--- src/rtl/load_store_unit_if.sv ---
// Request/response channel between the pipeline and the load/store unit.
// The pipeline uses the master modport; the LSU uses the slave modport.
interface load_store_unit_if #(
  parameter int ADDR_W = 10
) ();
  logic              req_valid;
  logic              req_ready;
  logic              req_we;
  logic [1:0]        req_size;
  logic              req_signed;
  logic [ADDR_W-1:0] req_addr;
  logic [31:0]       req_wdata;
  logic              resp_valid;
  logic              resp_ready;
  logic [31:0]       resp_rdata;
  logic              resp_err;

  modport master (
    output req_valid, req_we, req_size, req_signed, req_addr, req_wdata, resp_ready,
    input  req_ready, resp_valid, resp_rdata, resp_err
  );

  modport slave (
    input  req_valid, req_we, req_size, req_signed, req_addr, req_wdata, resp_ready,
    output req_ready, resp_valid, resp_rdata, resp_err
  );
endinterface

--- src/rtl/load_store_unit.sv ---
// Load/store unit driving a big-endian, word-wide data memory; sub-word stores use read-modify-write.
// Optional macro LSU_ALIGN_CHECK_EN rejects misaligned half/word requests.
module load_store_unit #(
  parameter int ADDR_W    = 10,
  parameter int MEM_BYTES = 1024
) (
  input  logic              clk,
  input  logic              rst,
  load_store_unit_if.slave  req_if,
  output logic [ADDR_W-1:0] data_address,
  output logic [63:0]       writeData,
  output logic              memRead,
  output logic              memWrite,
  input  logic [63:0]       dataRead
);

  localparam logic [ADDR_W-1:0] MAX_ADDR = ADDR_W'(MEM_BYTES - 4);

  localparam logic [1:0] SIZE_BYTE = 2'b00;
  localparam logic [1:0] SIZE_HALF = 2'b01;
  localparam logic [1:0] SIZE_WORD = 2'b10;
  localparam logic [1:0] SIZE_ILL  = 2'b11;

  typedef enum logic [2:0] {
    IDLE = 3'd0,
    RD   = 3'd1,
    WAIT = 3'd2,
    WR   = 3'd3,
    RESP = 3'd4
  } state_t;

  // Big-endian: the addressed byte/half sits in the top bits of the returned word.
  function automatic logic [31:0] extract_load(input logic [31:0] w,
                                               input logic [1:0]  size,
                                               input logic        sgn);
    logic [31:0] r;
    case (size)
      SIZE_BYTE: begin
        if (sgn) begin
          r = {{24{w[31]}}, w[31:24]};
        end else begin
          r = {24'h00_0000, w[31:24]};
        end
      end
      SIZE_HALF: begin
        if (sgn) begin
          r = {{16{w[31]}}, w[31:16]};
        end else begin
          r = {16'h0000, w[31:16]};
        end
      end
      default: r = w;
    endcase
    return r;
  endfunction

  function automatic logic [31:0] merge_store(input logic [31:0] w,
                                              input logic [1:0]  size,
                                              input logic [31:0] wdata);
    logic [31:0] r;
    case (size)
      SIZE_BYTE: r = {wdata[7:0], w[23:0]};
      SIZE_HALF: r = {wdata[15:0], w[15:0]};
      default:   r = wdata;
    endcase
    return r;
  endfunction

  state_t            state_q, state_d;
  logic              we_q, we_d;
  logic [1:0]        size_q, size_d;
  logic              sgn_q, sgn_d;
  logic [31:0]       wdata_q, wdata_d;
  logic [ADDR_W-1:0] data_address_q, data_address_d;
  logic [31:0]       write_data_q, write_data_d;
  logic              mem_read_q, mem_read_d;
  logic              mem_write_q, mem_write_d;
  logic              resp_valid_q, resp_valid_d;
  logic [31:0]       resp_rdata_q, resp_rdata_d;
  logic              resp_err_q, resp_err_d;

  logic              misalign_s;
  logic              req_err_s;
  logic              unused_read_hi_s;

`ifdef LSU_ALIGN_CHECK_EN
  assign misalign_s = ((req_if.req_size == SIZE_HALF) && req_if.req_addr[0]) ||
                      ((req_if.req_size == SIZE_WORD) && (req_if.req_addr[1:0] != 2'b00));
`else
  assign misalign_s = 1'b0;
`endif

  assign req_err_s = (req_if.req_size == SIZE_ILL) || (req_if.req_addr > MAX_ADDR) || misalign_s;

  // Only the low word of the memory bus carries data.
  assign unused_read_hi_s = ^dataRead[63:32];

  // Next-state and next-output logic for the access sequencer.
  always_comb begin
    state_d        = state_q;
    we_d           = we_q;
    size_d         = size_q;
    sgn_d          = sgn_q;
    wdata_d        = wdata_q;
    data_address_d = data_address_q;
    write_data_d   = write_data_q;
    mem_read_d     = 1'b0;
    mem_write_d    = 1'b0;
    resp_valid_d   = resp_valid_q;
    resp_rdata_d   = resp_rdata_q;
    resp_err_d     = resp_err_q;

    case (state_q)
      IDLE: begin
        if (req_if.req_valid) begin
          we_d    = req_if.req_we;
          size_d  = req_if.req_size;
          sgn_d   = req_if.req_signed;
          wdata_d = req_if.req_wdata;
          if (req_err_s) begin
            state_d      = RESP;
            resp_valid_d = 1'b1;
            resp_err_d   = 1'b1;
            resp_rdata_d = 32'h0000_0000;
          end else if (req_if.req_we && (req_if.req_size == SIZE_WORD)) begin
            state_d        = WR;
            mem_write_d    = 1'b1;
            data_address_d = req_if.req_addr;
            write_data_d   = req_if.req_wdata;
          end else begin
            state_d        = RD;
            mem_read_d     = 1'b1;
            data_address_d = req_if.req_addr;
          end
        end else begin
          state_d = IDLE;
        end
      end
      RD: begin
        state_d = WAIT;
      end
      WAIT: begin
        if (we_q) begin
          state_d      = WR;
          mem_write_d  = 1'b1;
          write_data_d = merge_store(dataRead[31:0], size_q, wdata_q);
        end else begin
          state_d      = RESP;
          resp_valid_d = 1'b1;
          resp_err_d   = 1'b0;
          resp_rdata_d = extract_load(dataRead[31:0], size_q, sgn_q);
        end
      end
      WR: begin
        state_d      = RESP;
        resp_valid_d = 1'b1;
        resp_err_d   = 1'b0;
        resp_rdata_d = 32'h0000_0000;
      end
      RESP: begin
        if (req_if.resp_ready) begin
          state_d      = IDLE;
          resp_valid_d = 1'b0;
          resp_err_d   = 1'b0;
          resp_rdata_d = 32'h0000_0000;
        end else begin
          state_d = RESP;
        end
      end
      default: begin
        state_d      = IDLE;
        resp_valid_d = 1'b0;
        resp_err_d   = 1'b0;
        resp_rdata_d = 32'h0000_0000;
      end
    endcase
  end

  // State and registered outputs; reset abandons any access in flight.
  always_ff @(posedge clk) begin
    if (rst) begin
      state_q        <= IDLE;
      we_q           <= 1'b0;
      size_q         <= 2'b00;
      sgn_q          <= 1'b0;
      wdata_q        <= 32'h0000_0000;
      data_address_q <= '0;
      write_data_q   <= 32'h0000_0000;
      mem_read_q     <= 1'b0;
      mem_write_q    <= 1'b0;
      resp_valid_q   <= 1'b0;
      resp_rdata_q   <= 32'h0000_0000;
      resp_err_q     <= 1'b0;
    end else begin
      state_q        <= state_d;
      we_q           <= we_d;
      size_q         <= size_d;
      sgn_q          <= sgn_d;
      wdata_q        <= wdata_d;
      data_address_q <= data_address_d;
      write_data_q   <= write_data_d;
      mem_read_q     <= mem_read_d;
      mem_write_q    <= mem_write_d;
      resp_valid_q   <= resp_valid_d;
      resp_rdata_q   <= resp_rdata_d;
      resp_err_q     <= resp_err_d;
    end
  end

  assign req_if.req_ready  = (state_q == IDLE);
  assign req_if.resp_valid = resp_valid_q;
  assign req_if.resp_rdata = resp_rdata_q;
  assign req_if.resp_err   = resp_err_q;
  assign data_address      = data_address_q;
  assign writeData         = {32'h0000_0000, write_data_q};
  assign memRead           = mem_read_q;
  assign memWrite          = mem_write_q;

endmodule

--- src/flat_wrapper.sv ---
// flat-port wrapper written by rule: the top's interface ports become plain ports
module load_store_unit_flat 
#(
  parameter int ADDR_W    = 10,
  parameter int MEM_BYTES = 1024
)
  (clk, rst, data_address, writeData, memRead, memWrite, dataRead, req_if_req_valid, req_if_req_we, req_if_req_size, req_if_req_signed, req_if_req_addr, req_if_req_wdata, req_if_resp_ready, req_if_req_ready, req_if_resp_valid, req_if_resp_rdata, req_if_resp_err);
  load_store_unit_if #(.ADDR_W(ADDR_W)) req_if_i ();
  input  logic clk;
  input  logic rst;
  output logic [ADDR_W-1:0] data_address;
  output logic [63:0] writeData;
  output logic memRead;
  output logic memWrite;
  input  logic [63:0] dataRead;
  input wire logic [$bits(req_if_i.req_valid)-1:0] req_if_req_valid;
  input wire logic [$bits(req_if_i.req_we)-1:0] req_if_req_we;
  input wire logic [$bits(req_if_i.req_size)-1:0] req_if_req_size;
  input wire logic [$bits(req_if_i.req_signed)-1:0] req_if_req_signed;
  input wire logic [$bits(req_if_i.req_addr)-1:0] req_if_req_addr;
  input wire logic [$bits(req_if_i.req_wdata)-1:0] req_if_req_wdata;
  input wire logic [$bits(req_if_i.resp_ready)-1:0] req_if_resp_ready;
  output wire logic [$bits(req_if_i.req_ready)-1:0] req_if_req_ready;
  output wire logic [$bits(req_if_i.resp_valid)-1:0] req_if_resp_valid;
  output wire logic [$bits(req_if_i.resp_rdata)-1:0] req_if_resp_rdata;
  output wire logic [$bits(req_if_i.resp_err)-1:0] req_if_resp_err;
  assign req_if_i.req_valid = req_if_req_valid;
  assign req_if_i.req_we = req_if_req_we;
  assign req_if_i.req_size = req_if_req_size;
  assign req_if_i.req_signed = req_if_req_signed;
  assign req_if_i.req_addr = req_if_req_addr;
  assign req_if_i.req_wdata = req_if_req_wdata;
  assign req_if_i.resp_ready = req_if_resp_ready;
  assign req_if_req_ready = req_if_i.req_ready;
  assign req_if_resp_valid = req_if_i.resp_valid;
  assign req_if_resp_rdata = req_if_i.resp_rdata;
  assign req_if_resp_err = req_if_i.resp_err;
  load_store_unit #(.ADDR_W(ADDR_W), .MEM_BYTES(MEM_BYTES)) u_core (.clk(clk), .rst(rst), .req_if(req_if_i), .data_address(data_address), .writeData(writeData), .memRead(memRead), .memWrite(memWrite), .dataRead(dataRead));
endmodule
--- config.mk ---
export PLATFORM = sky130hd
export DESIGN_NAME = load_store_unit_flat
export DESIGN_NICKNAME = d
export VERILOG_FILES = /design/src/rtl/load_store_unit_if.sv /design/src/rtl/load_store_unit.sv /design/src/flat_wrapper.sv
export SDC_FILE = /design/constraint.sdc
export NUM_CORES = 1
export LEC_CHECK = 0
export CORE_MARGIN = 10
export CORE_UTILIZATION = 49
export CTS_BUF_LIST = sky130_fd_sc_hd__clkbuf_16
export DETAILED_ROUTE_END_ITERATION = 8
export HOLD_SLACK_MARGIN = 0.15
export MAX_ROUTING_LAYER = met4
export PLACE_DENSITY_LB_ADDON = 0.05
export SKIP_LAST_GASP = 1
export SYNTH_ARGS = -nofsm -noshare
export SYNTH_HDL_FRONTEND = slang
export SYNTH_SLANG_ARGS = --single-unit
--- constraint.sdc ---
create_clock -name clk -period 5.9 [get_ports clk]
set_input_delay 1.475 -clock clk [delete_from_list [all_inputs] [get_ports clk]]
set_output_delay 1.475 -clock clk [all_outputs]
set_load 0.1 [all_outputs]
==> impl_metrics.json <==
{
  "setup_viol": 0,
  "grt_setup_unrepaired": "false",
  "firstDrtPassIters": 6,
  "postRouteAntennaNets": 0,
  "fin_util_pct": 66.5,
  "grt_max_degree": 123,
  "die_w_um": 133,
  "initial_core_util_pct": 49.7,
  "avgRoutedWirePerCell_um": 18.5,
  "die_h_um": 133,
  "p_sw_share_pct": 31.3,
  "clk_latency_ns": 0.41,
  "internal-power_w": 0.00171,
  "use_met3_pct": 5.45,
  "holdWs_ns": 0.447,
  "ys_top_cells_by_area": "dfxtp_1 38%, mux2i_1 13%, nand2b_1 8.2%",
  "synth_edf_count": 0,
  "fmax_mhz": 249,
  "max-cap-violations": 0,
  "setup_ws_ns": 1.88,
  "grt_use_total_pct": 21.8,
  "tightest_slew_ns": 1.13,
  "avgSynthCellArea_um2": 8.79,
  "cts_setup_buffers": 0,
  "drt_wl_total_um": 18900,
  "io_pins": 225,
  "power.switching_w": 0.000780,
  "grt_pass1_vias": 5477,
  "core_um2": 12500,
  "power_density_nw_per_um2": 299,
  "rows": 41,
  "max_stage_delay_ns": 1.13,
  "crit_path_end_kind": "primary output",
  "grt_pass1_wl_um": 30100,
  "yosys_warnings": 0,
  "async_flop_share_pct": 0,
  "ir_worst_vdd_uv": 175,
  "status": "finished, final reports clean",
  "clockBufferDepth": 2,
  "crit_family": "buffers and inverters",
  "hold_violations": 0,
  "yosys.area.top_type": "dfxtp_1",
  "place.gp.congestion": 0.927,
  "critPathKind": "reg -> out",
  "drive_gt1_share_pct": 9.31,
  "ys_ff_latch": 117,
  "grt_overflow": 0,
  "synth_common_cells": "117 x dfxtp_1, 94 x nand2_1, 82 x mux2i_1, 82 x nand2b_1, 59 x a21oi_1",
  "fin_crit_sh_pct": 68.1,
  "skew_ns": 0.00757,
  "critPathBufInv": 2,
  "start_kind": "flop",
  "syn_area_um2": 6220,
  "cts_num_sinks": 117,
  "port_buffers": 160,
  "grtUsageMet1_pct": 26.5,
  "cts_made_buffers": 17,
  "leakage_nw": 3.32,
  "via_per_inst": 5.29,
  "diodes": 0,
  "slew_violations": 0,
  "busiest_layer": "met2",
  "cts_hold_buf": 0,
  "pwr-share-clk_pct": 41.9,
  "fin_nets": 950,
  "antenna_found_initial": 0,
  "yosysUniqueCellTypes": 39,
  "slew_headroom_pct": 24.5,
  "clk_pin_slew_worst_paths_ns": 0.05,
  "vias": 5399,
  "p_total_w": 0.00249,
  "crit_chain": "or3_4 > clkinv_2 > clkdlybuf4s50_1",
  "comb_power_share_pct": 23.7,
  "drcViolationCount": 0,
  "required_ns": 4.43,
  "synth_most_common_cell": "dfxtp_1",
  "cts_resized": 0,
  "period_needed_ns": 4.02,
  "tns_ns": 0,
  "p_seq_share_pct": 34.4,
  "yosysTopAreaCellShare_pct": 37.7,
  "die-area_um2": 17600,
  "dp_hpwl_um": 13600,
  "synth_flop_cell": "dfxtp_1",
  "drt_first_iter_violations": 541,
  "area_delta_synth_final_pct": 33.8,
  "min_path_type": "reg -> reg",
  "crit_fanout": 11,
  "crit_slowest_cell": "clkdlybuf4s50_1",
  "synth-seq-area-share_pct": 37.7,
  "worstPathArrival_ns": 2.54,
  "pre_cts_slack_ns": 2.00,
  "cts.root.buffer_cell": "clkbuf_16",
  "synth_cells": 708,
  "htree_num_levels": 4,
  "cts_tree": "built",
  "gr-usage-met2_pct": 34.8
}
registers in the layout, indices dropped and copies added, names as in the netlist, 2 cells and up:
signal and cells:
u_core.data_address 10, u_core.state_q 3, u_core.wdata_q 32, u_core.write_data_q 32, u_core.req_if.resp_rdata 32, u_core.size_q 2
path summary, 6_finish.rpt:
check	from	to	slack [ns]	depth (start not counted)
max reg2reg	u_core.state_q[0]$_SDFF_PP0_	u_core.write_data_q[17]$_SDFFE_PP0P_	3.39	4
min reg2reg	u_core.wdata_q[29]$_SDFFE_PP0P_	u_core.wdata_q[29]$_SDFFE_PP0P_	0.45	2
max	u_core.state_q[0]$_SDFF_PP0_	req_if_req_ready	1.88	3
min	u_core.wdata_q[29]$_SDFFE_PP0P_	u_core.wdata_q[29]$_SDFFE_PP0P_	0.45	2
power groups by stage:
stage	clock network (W)	registers, W	logic [W]
after floorplan	0	0.000979	0.000341
after global placement	0	0.000870	0.000581
after detailed placement	0	0.000872	0.000588
after CTS	0.00106	0.000856	0.000590
after global routing	0.00109	0.000860	0.000624
final	0.00104	0.000856	0.000590
cells by family after synthesis:
logic type / after synthesis / share of synthesized area, %
buf+inv: 101 / 8.91
other cells: 1 / 0.0603
mux: 115 / 20.0
flops: 117 / 37.7
compound gates: 134 / 13.8
simple gates: 240 / 19.7
metrics by stage:
stage	area, µm²	std cells
3_5_place_dp	7730	989
6_report	8320	1021
5_1_grt	8320	1021
3_3_place_gp	7730	989
4_1_cts	8320	1021
2_1_floorplan	6340	739
layout make-up:
class,count,area [µm²]
Tap cell,172,215
Inverter,11,42.5
Sequential cell,117,2340
Fill cell,1091,4190
Timing Repair Buffer,168,1660
Multi-Input combinational cell,521,3470
Clock inverter,15,170
Clock buffer,17,425
cells in the final DEF, fill, tap and decap left out, drive strengths merged, types with 2 or more instances in the layout:
cell / count
nor3b: 3
conb: 32
nor3: 3
nand4: 2
o211ai: 25
inv: 12
dfxtp: 117
mux2: 33
nor4b: 2
a21oi: 59
a211o: 17
a221o: 8
mux2i: 82
nand2: 94
nor2: 29
nand2b: 82
bufinv: 4
clkinv: 9
nor2b: 19
clkdlybuf4s50: 159
o21ai: 18
buf: 9
clkbuf: 17
o22ai: 2
tightest hold or removal path, delay by kind of cell, from the launching register on:
family	cells	cell delay, ns
AND/OR/NAND/NOR	1	0.05
flip-flops	1	0.30
AO/OA/AOI/OAI	1	0.05
layer usage:
| metal | wire length, µm | vias up | part of all wire, % |
|---|---|---|---|
| met5 | 0 | - | 0 |
| met4 | 346 | 0 | 1.8 |
| met3 | 1180 | 28 | 6.2 |
| met2 | 9180 | 200 | 48 |
| met1 | 8230 | 2546 | 43 |
| li1 | - | 2625 | - |
(Power assumes the default switching activity.)
